$ cat src/rtl/ac_pkg.sv
// Shared AUTOCONFIG constants: register offsets, base-register codes, sequencer states.
package ac_pkg;

   localparam logic [7:0] AC_EC_BASE_Z3 = 8'h44;
   localparam logic [7:0] AC_EC_BASE_HI = 8'h48;
   localparam logic [7:0] AC_EC_BASE_LO = 8'h4A;
   localparam logic [7:0] AC_EC_SHUTUP  = 8'h4C;

   typedef enum logic [1:0] {
      BREG_Z3  = 2'd0,
      BREG_HI  = 2'd1,
      BREG_LO  = 2'd2,
      BREG_RSV = 2'd3
   } base_reg_e;

   typedef enum logic [1:0] {
      IDLE = 2'd0,
      RD   = 2'd1,
      WR   = 2'd2,
      ACK  = 2'd3
   } ac_state_e;

endpackage

$ cat src/rtl/ac_chain_sequencer.sv
// Walks the on-board AUTOCONFIG chain one device at a time, then releases CONFIG_OUTn.
// Reads ack two edges after TSn, writes three; no backpressure, TSn outside IDLE is ignored.
module ac_chain_sequencer
   import ac_pkg::*;
#(
   parameter int                 NUM_DEV = 2,
   parameter logic [NUM_DEV-1:0] DEV_Z3  = 2'b10,
   parameter int                 IDX_W   = 2
) (
   input  logic                   CLK40,
   input  logic                   RESET,
   input  logic                   AUTOCONFIG_SPACE,
   input  logic                   TSn,
   input  logic                   RnW,
   input  logic [6:0]             A,
   input  logic [3:0]             D_IN,
   output logic [3:0]             D_OUT,
   output logic                   AC_TACK,
   output logic [7:0]             AC_AD,
   input  logic [4*NUM_DEV-1:0]   DEV_NIBBLE,
   output logic [IDX_W-1:0]       ACTIVE_DEV,
   output logic [NUM_DEV-1:0]     BASE_WE,
   output logic [1:0]             BASE_REG,
   output logic [3:0]             BASE_DATA,
   output logic [NUM_DEV-1:0]     DEV_CONFIGURED,
   output logic                   CONFIGURED,
   output logic                   CONFIG_OUTn
);

   ac_state_e           state;
   logic                commit_q;
   logic [3:0]          read_latch;

   logic [3:0]          act_nib;
   logic [NUM_DEV-1:0]  act_onehot;
   logic                act_z3;
   logic                wr_strobe;
   logic                wr_commit;
   base_reg_e           wr_reg;
   logic [IDX_W-1:0]    next_idx;

   // ACTIVE_DEV reaches NUM_DEV once done; that value selects no device.
   always_comb begin
      act_nib    = 4'h0;
      act_onehot = '0;
      act_z3     = 1'b0;
      for (int i = 0; i < NUM_DEV; i++) begin
         if (ACTIVE_DEV == IDX_W'(i)) begin
            act_nib       = DEV_NIBBLE[4*i +: 4];
            act_onehot[i] = 1'b1;
            act_z3        = DEV_Z3[i];
         end
      end
   end

   always_comb begin
      wr_strobe = 1'b0;
      wr_commit = 1'b0;
      wr_reg    = BREG_Z3;
      case (AC_AD)
         AC_EC_BASE_LO: begin
            wr_strobe = 1'b1;
            wr_reg    = BREG_LO;
         end
         AC_EC_BASE_HI: begin
            wr_strobe = 1'b1;
            wr_reg    = BREG_HI;
            wr_commit = !act_z3;
         end
         AC_EC_BASE_Z3: begin
            wr_strobe = 1'b1;
            wr_commit = act_z3;
         end
         AC_EC_SHUTUP: wr_commit = 1'b1;
         default: ;
      endcase
   end

   assign next_idx = ACTIVE_DEV + IDX_W'(1);
   assign D_OUT    = CONFIGURED ? 4'hF : read_latch;

   always_ff @(posedge CLK40) begin
      if (RESET) begin
         state          <= IDLE;
         commit_q       <= 1'b0;
         read_latch     <= 4'h0;
         AC_TACK        <= 1'b0;
         AC_AD          <= 8'h00;
         ACTIVE_DEV     <= '0;
         BASE_WE        <= '0;
         BASE_REG       <= 2'd0;
         BASE_DATA      <= 4'h0;
         DEV_CONFIGURED <= '0;
         CONFIGURED     <= 1'b0;
         CONFIG_OUTn    <= 1'b1;
      end else begin
         case (state)
            IDLE: begin
               AC_TACK <= 1'b0;
               BASE_WE <= '0;
               if (!CONFIGURED && AUTOCONFIG_SPACE && !TSn) begin
                  AC_AD <= {A, 1'b0};
                  state <= RnW ? RD : WR;
               end
            end
            RD: begin
               read_latch <= act_nib;
               AC_TACK    <= 1'b1;
               state      <= IDLE;
            end
            WR: begin
               BASE_DATA <= D_IN;
               if (wr_strobe) begin
                  BASE_WE  <= act_onehot;
                  BASE_REG <= wr_reg;
               end
               commit_q <= wr_commit;
               state    <= ACK;
            end
            ACK: begin
               AC_TACK <= 1'b1;
               BASE_WE <= '0;
               if (commit_q) begin
                  DEV_CONFIGURED <= DEV_CONFIGURED | act_onehot;
                  ACTIVE_DEV     <= next_idx;
                  if (next_idx == IDX_W'(NUM_DEV)) begin
                     CONFIGURED  <= 1'b1;
                     CONFIG_OUTn <= 1'b0;
                  end
               end
               commit_q <= 1'b0;
               state    <= IDLE;
            end
            default: state <= IDLE;
         endcase
      end
   end

endmodule

$ cat config.mk
export PLATFORM = sky130hd
export DESIGN_NAME = ac_chain_sequencer
export DESIGN_NICKNAME = d
export VERILOG_FILES = /design/src/rtl/ac_pkg.sv /design/src/rtl/ac_chain_sequencer.sv
export SDC_FILE = /design/constraint.sdc
export NUM_CORES = 1
export LEC_CHECK = 0
export CORE_MARGIN = 4
export CORE_UTILIZATION = 30
export CTS_BUF_LIST = sky130_fd_sc_hd__clkbuf_4
export CTS_CLUSTER_SIZE = 10
export DETAILED_ROUTE_END_ITERATION = 10
export HOLD_SLACK_MARGIN = 0.08
export PLACE_DENSITY = 0.64
export SETUP_SLACK_MARGIN = 0.02
export SLEW_MARGIN = 15
export SYNTH_ARGS = -nofsm -noshare
export SYNTH_HDL_FRONTEND = slang
export SYNTH_SLANG_ARGS = --single-unit
$ cat constraint.sdc
create_clock -name CLK40 -period 3.36 [get_ports CLK40]
set_input_delay 0.672 -clock CLK40 [delete_from_list [all_inputs] [get_ports CLK40]]
set_output_delay 0.672 -clock CLK40 [all_outputs]
set_load 0.005 [all_outputs]
==> results_dict.tcl, run 1 <==
set metrics [dict create \
    vias 1174 \
    die_y_microns 75.49 \
    cts.hold.buffers_added 0 \
    cp-start-kind "flip-flop" \
    nets 226 \
    start_util 0.3116 \
    drcViolationCount 0 \
    ant_nets 0 \
    dieArea_sq_um 5698 \
    p_int_mw 0.5588 \
    gp_congestion 0.6933 \
    fin_crit_sh 0.6438 \
    wl_microns 3272 \
    setup_tns_ns 0 \
    wl_per_cell_microns 13.30 \
    drive_gt1_frac 0.08763 \
    fin_worst_skew_ns 0.009810 \
    seq_area_frac_synth 0.4249 \
    p_sw_frac 0.2677 \
    ir_worst_vdd_uv 174.1 \
    maxSlewViolCount 0 \
    power_frac_seq 0.506 \
    die_x_microns 75.49 \
    async_flop_share 0 \
    critical_path_peak_fanout 8 \
    synth_area_leaders "dfxtp_1 42%, mux2i_1 12%, ha_1 7.3%" \
    fillers 431 \
    synth_common_cells "29 x dfxtp_1, 19 x nor2_1, 16 x mux2i_1" \
    setup_viol_count_final 0 \
    hold_viol 0 \
    num_antenna_cells 0 \
    grt_use_met3 0.04749 \
    rows 24 \
    syn_avg_cell_area_sq_um 9.423 \
    yosys_warnings 0 \
    syn-num-nets 177 \
    core_sq_um 4384 \
    clock-sinks 29 \
    ys_seq_elements 29 \
    clk_latency_ns 0.33 \
    maxCapViolCount 0 \
    p_leak_nw 0.7236 \
    synth_cells 145 \
    synth_cell_types 35 \
    rsz0062_at_grt "no" \
    fin_ws_ns 1.197 \
    cp.arrival_ns 1.49 \
    grt_max_degree 19 \
    grt_pass1_vias 1187 \
    cts_tree "built" \
    yosysTopAreaCell "dfxtp_1" \
    clockPowerShare 0.260 \
    htreeDepth 2 \
    p_sw_mw 0.2043 \
    drtIter0Drc 46 \
    drt-vias-per-instance 4.772 \
    period_minus_slack_ns 2.163 \
    status "finished clean" \
    io_pins 51 \
    synthesis.area_sq_um 1366 \
    synthFlopType "dfxtp_1" \
    synth_edf_count 0 \
    portBuffers 49 \
    combPwrFrac 0.234 \
    critPathKind "reg -> out" \
    clockBufferDepth 2 \
    top_usage_layer "met2" \
    cts_root_buf "clkbuf_4" \
    required_ns 2.69 \
    syn_to_final_growth_pct 42.95 \
    max_freq_mhz 462.3 \
    grtUsageMet1 0.1556 \
    grt_overflow 0 \
    antenna_found_initial 0 \
    path_clk_slew_ns 0.09 \
    hpwlAfterDp_microns 2433 \
    dp_slack_ns 1.145 \
    power_density_nw_per_um2 390.7 \
    post-cts-setup-buffers 0 \
    critPathCaptureType "output port" \
    cts-resized-gates 0 \
    grtUsageMet2 0.1994 \
    synth_most_common_cell "dfxtp_1" \
    hold_path_class "reg -> reg" \
    dr.pass1.iters 4 \
    cts_buffers 5 \
    grt_pass1_wl_microns 5437 \
    grt_usage 0.1283 \
    synth_top_area_frac 0.4249 \
]
final cells by class:
type,instances,area [sq um],area share
clock buffers,6,45.04,0.02306
clock inverters,1,3.754,0.001922
inverters,6,22.52,0.01153
multi-input cells,101,730.7,0.3741
flip-flops and latches,29,580.6,0.2972
well taps,52,65.06,0.03331
repair buffers,51,505.5,0.2588
registers in the layout, indices dropped and copies added (netlist names):
name / cells
AC_TACK: 1
DEV_CONFIGURED: 2
commit_q: 1
read_latch: 4
AC_AD: 7
BASE_DATA: 4
BASE_REG: 2
CONFIGURED: 1
ACTIVE_DEV: 2
BASE_WE: 2
CONFIG_OUTn: 1
state: 2
path summary, 6_finish.rpt:
check,startpoint,to,slack (ns),cells past startpoint
worst max register to register,state[0],BASE_REG[1],1.39,5
worst max-delay path,CONFIGURED,D_OUT[1],1.20,2
worst min-delay path,BASE_WE[0],BASE_WE[0],0.47,2
worst min register to register,BASE_WE[0],BASE_WE[0],0.47,2
layer usage:
| metal | share of wire | vias to the layer above |
|---|---|---|
| met5 | 0 | - |
| met4 | 0.019 | 0 |
| met3 | 0.094 | 9 |
| met2 | 0.43 | 40 |
| met1 | 0.45 | 519 |
| li1 | - | 606 |
cell families after synthesis:
family                     count (synthesis)  share of synthesized area
muxes                                     16                     0.1172
buffers and inverters                     15                    0.04487
other                                      1                   0.002745
DFF                                       29                     0.4249
and+or+nand+nor                           52                     0.1951
AOI/OAI and AO/OA                         22                     0.1291
adders and majority gates                  8                    0.07326
xor gates and xnor gates                   2                    0.01282
worst max-delay path: stages (launching register included):
cell             delay [ns]
dfxtp_1                0.40
or2_2                  0.32
clkdlybuf4s50_1        0.44
layout by cell type, fill, tap and decap left out:
master and instances:
a2111oi_0 1, a211oi_1 5, a211oi_2 1, a21oi_1 2, a22oi_1 4, a311o_1 1, a31o_2 1, a31oi_1 2
a41oi_1 1, buf_4 2, clkbuf_4 6, clkdlybuf4s50_1 49, clkinv_1 1, conb_1 1, dfxtp_1 29, ha_1 8
inv_1 6, mux2i_1 16, nand2_1 9, nand2b_1 1, nand3_1 2, nand3b_1 1, nand4bb_1 1, nor2_1 19
nor2b_1 4, nor3_1 5, nor3b_1 3, nor4bb_2 1, o2111ai_1 1, o21ba_2 1, o311a_1 1, o41ai_1 1
or2_2 4, or3_4 1, or4_1 1, xnor2_1 2
power groups by stage:
stage / Combinational [mW] / Sequential [mW] / Clock [mW]
5_1_grt: 0.201 / 0.390 / 0.225
3_5_place_dp: 0.181 / 0.394 / 0
3_3_place_gp: 0.179 / 0.394 / 0
2_1_floorplan: 0.0991 / 0.390 / 0
4_1_cts: 0.182 / 0.386 / 0.207
6_report: 0.179 / 0.386 / 0.198
through the flow:
| stage | cells | hold slack [ns] | power [mW] | instance area [sq um] | util |
|---|---|---|---|---|---|
| 2_1_floorplan | 145 | 0.4388 | 0.4889 | 1366 | - |
| 3_3_place_gp | 239 | 0.4526 | 0.5731 | 1904 | 0.4344 |
| 3_5_place_dp | 239 | 0.4575 | 0.5752 | 1904 | 0.4344 |
| 4_1_cts | 246 | 0.4748 | 0.7749 | 1953 | 0.4455 |
| 5_1_grt | 246 | 0.4997 | 0.8164 | 1953 | 0.4455 |
| 6_report | 246 | 0.4697 | 0.7631 | 1953 | 0.4455 |
(Power assumes the default switching activity.)
==> run 2, diff against run 1 <==
==> constraint.sdc (replaced) <==
create_clock -name CLK40 -period 2.02 [get_ports CLK40]
set_input_delay 0.404 -clock CLK40 [delete_from_list [all_inputs] [get_ports CLK40]]
set_output_delay 0.404 -clock CLK40 [all_outputs]
set_load 0.005 [all_outputs]
==> results_dict.tcl, run 2 (same netlist as run 1, synthesis figures left out) <==
set metrics [dict create \
    status "finished clean" \
    grt_pass1_vias 1131 \
    setup_viol_count_final 0 \
    cts.hold.buffers_added 0 \
    combPwrFrac 0.235 \
    p_sw_mw 0.3392 \
    instances_no_fill 248 \
    cp.arrival_ns 1.47 \
    required_ns 1.62 \
    htreeDepth 2 \
    reg_top3 "AC_AD: 7 flops, BASE_DATA: 4 flops, read_latch: 4 flops" \
    cp-start-kind "flip-flop" \
    hold_viol 0 \
    drt-vias-per-instance 4.685 \
    largest_register "AC_AD" \
    clk_latency_ns 0.32 \
    post-cts-setup-buffers 0 \
    maxSlewViolCount 0 \
    fillers 448 \
    clock-sinks 29 \
    multi_input_area_sq_um 730.7 \
    seqCellArea_sq_um 580.6 \
    syn_to_final_growth_pct 44.05 \
    start_util 0.3116 \
    ant_nets 0 \
    dr.pass1.iters 4 \
    grt_pass1_wl_microns 5147 \
    numPlacedInstances 241 \
    vias 1162 \
    p_int_mw 0.9322 \
    fin_worst_skew_ns 0.01152 \
    antenna_found_initial 0 \
    grt_overflow 0 \
    drtIter0Drc 52 \
    hpwlAfterDp_microns 2323 \
    maxCapViolCount 0 \
    critPathCaptureType "output port" \
    die_x_microns 75.49 \
    num_antenna_cells 0 \
    portBuffers 49 \
    core_sq_um 4384 \
    power_frac_seq 0.506 \
    gp_congestion 0.7997 \
    ir_worst_vdd_uv 280.0 \
    rsz0062_at_grt "no" \
    drive_gt1_frac 0.09694 \
    cts_buffers 5 \
    period_minus_slack_ns 1.873 \
    grt_usage 0.1217 \
    rows 24 \
    hold_path_class "reg -> reg" \
    fin_ws_ns 0.1475 \
    dieArea_sq_um 5698 \
    setup_tns_ns 0 \
    wl_per_cell_microns 12.80 \
    drcViolationCount 0 \
    worstPathCellList "or2_2 > clkdlybuf4s50_1" \
    nets 228 \
    cts_tree "built" \
    power_density_nw_per_um2 646.0 \
    crit_buf_inv 1 \
    clockBufferDepth 2 \
    die_y_microns 75.49 \
    placed_cell_area_sq_um 1919 \
    cts_root_buf "clkbuf_4" \
    dp_slack_ns 0.2575 \
    wl_microns 3175 \
    critical_path_peak_fanout 8 \
    largest_reg_flops 7 \
    cts-resized-gates 0 \
    final_cell_mix "49 x clkdlybuf4s50_1, 29 x dfxtp_1, 19 x nor2_1" \
    path_clk_slew_ns 0.08 \
    io_pins 51 \
    max_freq_mhz 534.0 \
    critPathKind "reg -> out" \
    clockPowerShare 0.259 \
    mostFrequentLayoutCell "clkdlybuf4s50_1" \
    cpLargestDelayFamily "buffers and inverters" \
    p_sw_frac 0.2668 \
    final_cell_area_sq_um 1968 \
    p_leak_nw 0.7338 \
    cp_slowest_cell "clkdlybuf4s50_1" \
    grt_max_degree 17 \
    fin_crit_sh 0.9270 \
    slowest_delay_ns 0.45 \
]
run 2: per-stage QoR:
stage	total power, mW	hold WS, ns	utilization
floorplan	0.8132	0.4388	-
global route	1.355	0.4765	0.4489
detailed placement	0.9581	0.4376	0.4378
CTS	1.291	0.4502	0.4489
global placement	0.9567	0.4316	0.4378
finish	1.271	0.4532	0.4489
run 2: layer usage:
layer	up-vias	routed length, microns	global-route usage	share of wire
met5	-	0	0	0
met4	0	37	0.04466	0.012
met2	42	1353	0.1764	0.43
met1	505	1507	0.1565	0.47
li1	609	-	-	-
met3	6	276	0.05937	0.087
run 2: final cells by class:
class,count,area share
inverters,6,0.01144
flip-flops and latches,29,0.2950
clock buffers,6,0.02289
multi-input cells,101,0.3713
clock inverters,1,0.001907
repair buffers,53,0.2645
well taps,52,0.03306
run 2: tightest hold or removal path: stages, from the launching register on:
cell and delay, ns:
dfxtp_1 0.32, nand2_1 0.05, nand2_1 0.04
run 2: power by group through the flow:
stage | logic [mW] | clock network, mW | registers [mW]
3_3_place_gp | 0.301 | 0 | 0.656
2_1_floorplan | 0.165 | 0 | 0.648
6_report | 0.299 | 0.329 | 0.644
3_5_place_dp | 0.303 | 0 | 0.656
4_1_cts | 0.303 | 0.345 | 0.643
5_1_grt | 0.331 | 0.375 | 0.649
run 2: path summary, 6_finish.rpt:
| path | startpoint | to | slack [ns] | cells after the start |
|---|---|---|---|---|
| worst max-delay path | CONFIGURED | D_OUT[1] | 0.15 | 2 |
| worst max register to register | ACTIVE_DEV[1] | commit_q | 0.41 | 5 |
| worst min-delay path | CONFIG_OUTn | CONFIG_OUTn | 0.45 | 2 |
| worst min register to register | CONFIG_OUTn | CONFIG_OUTn | 0.45 | 2 |
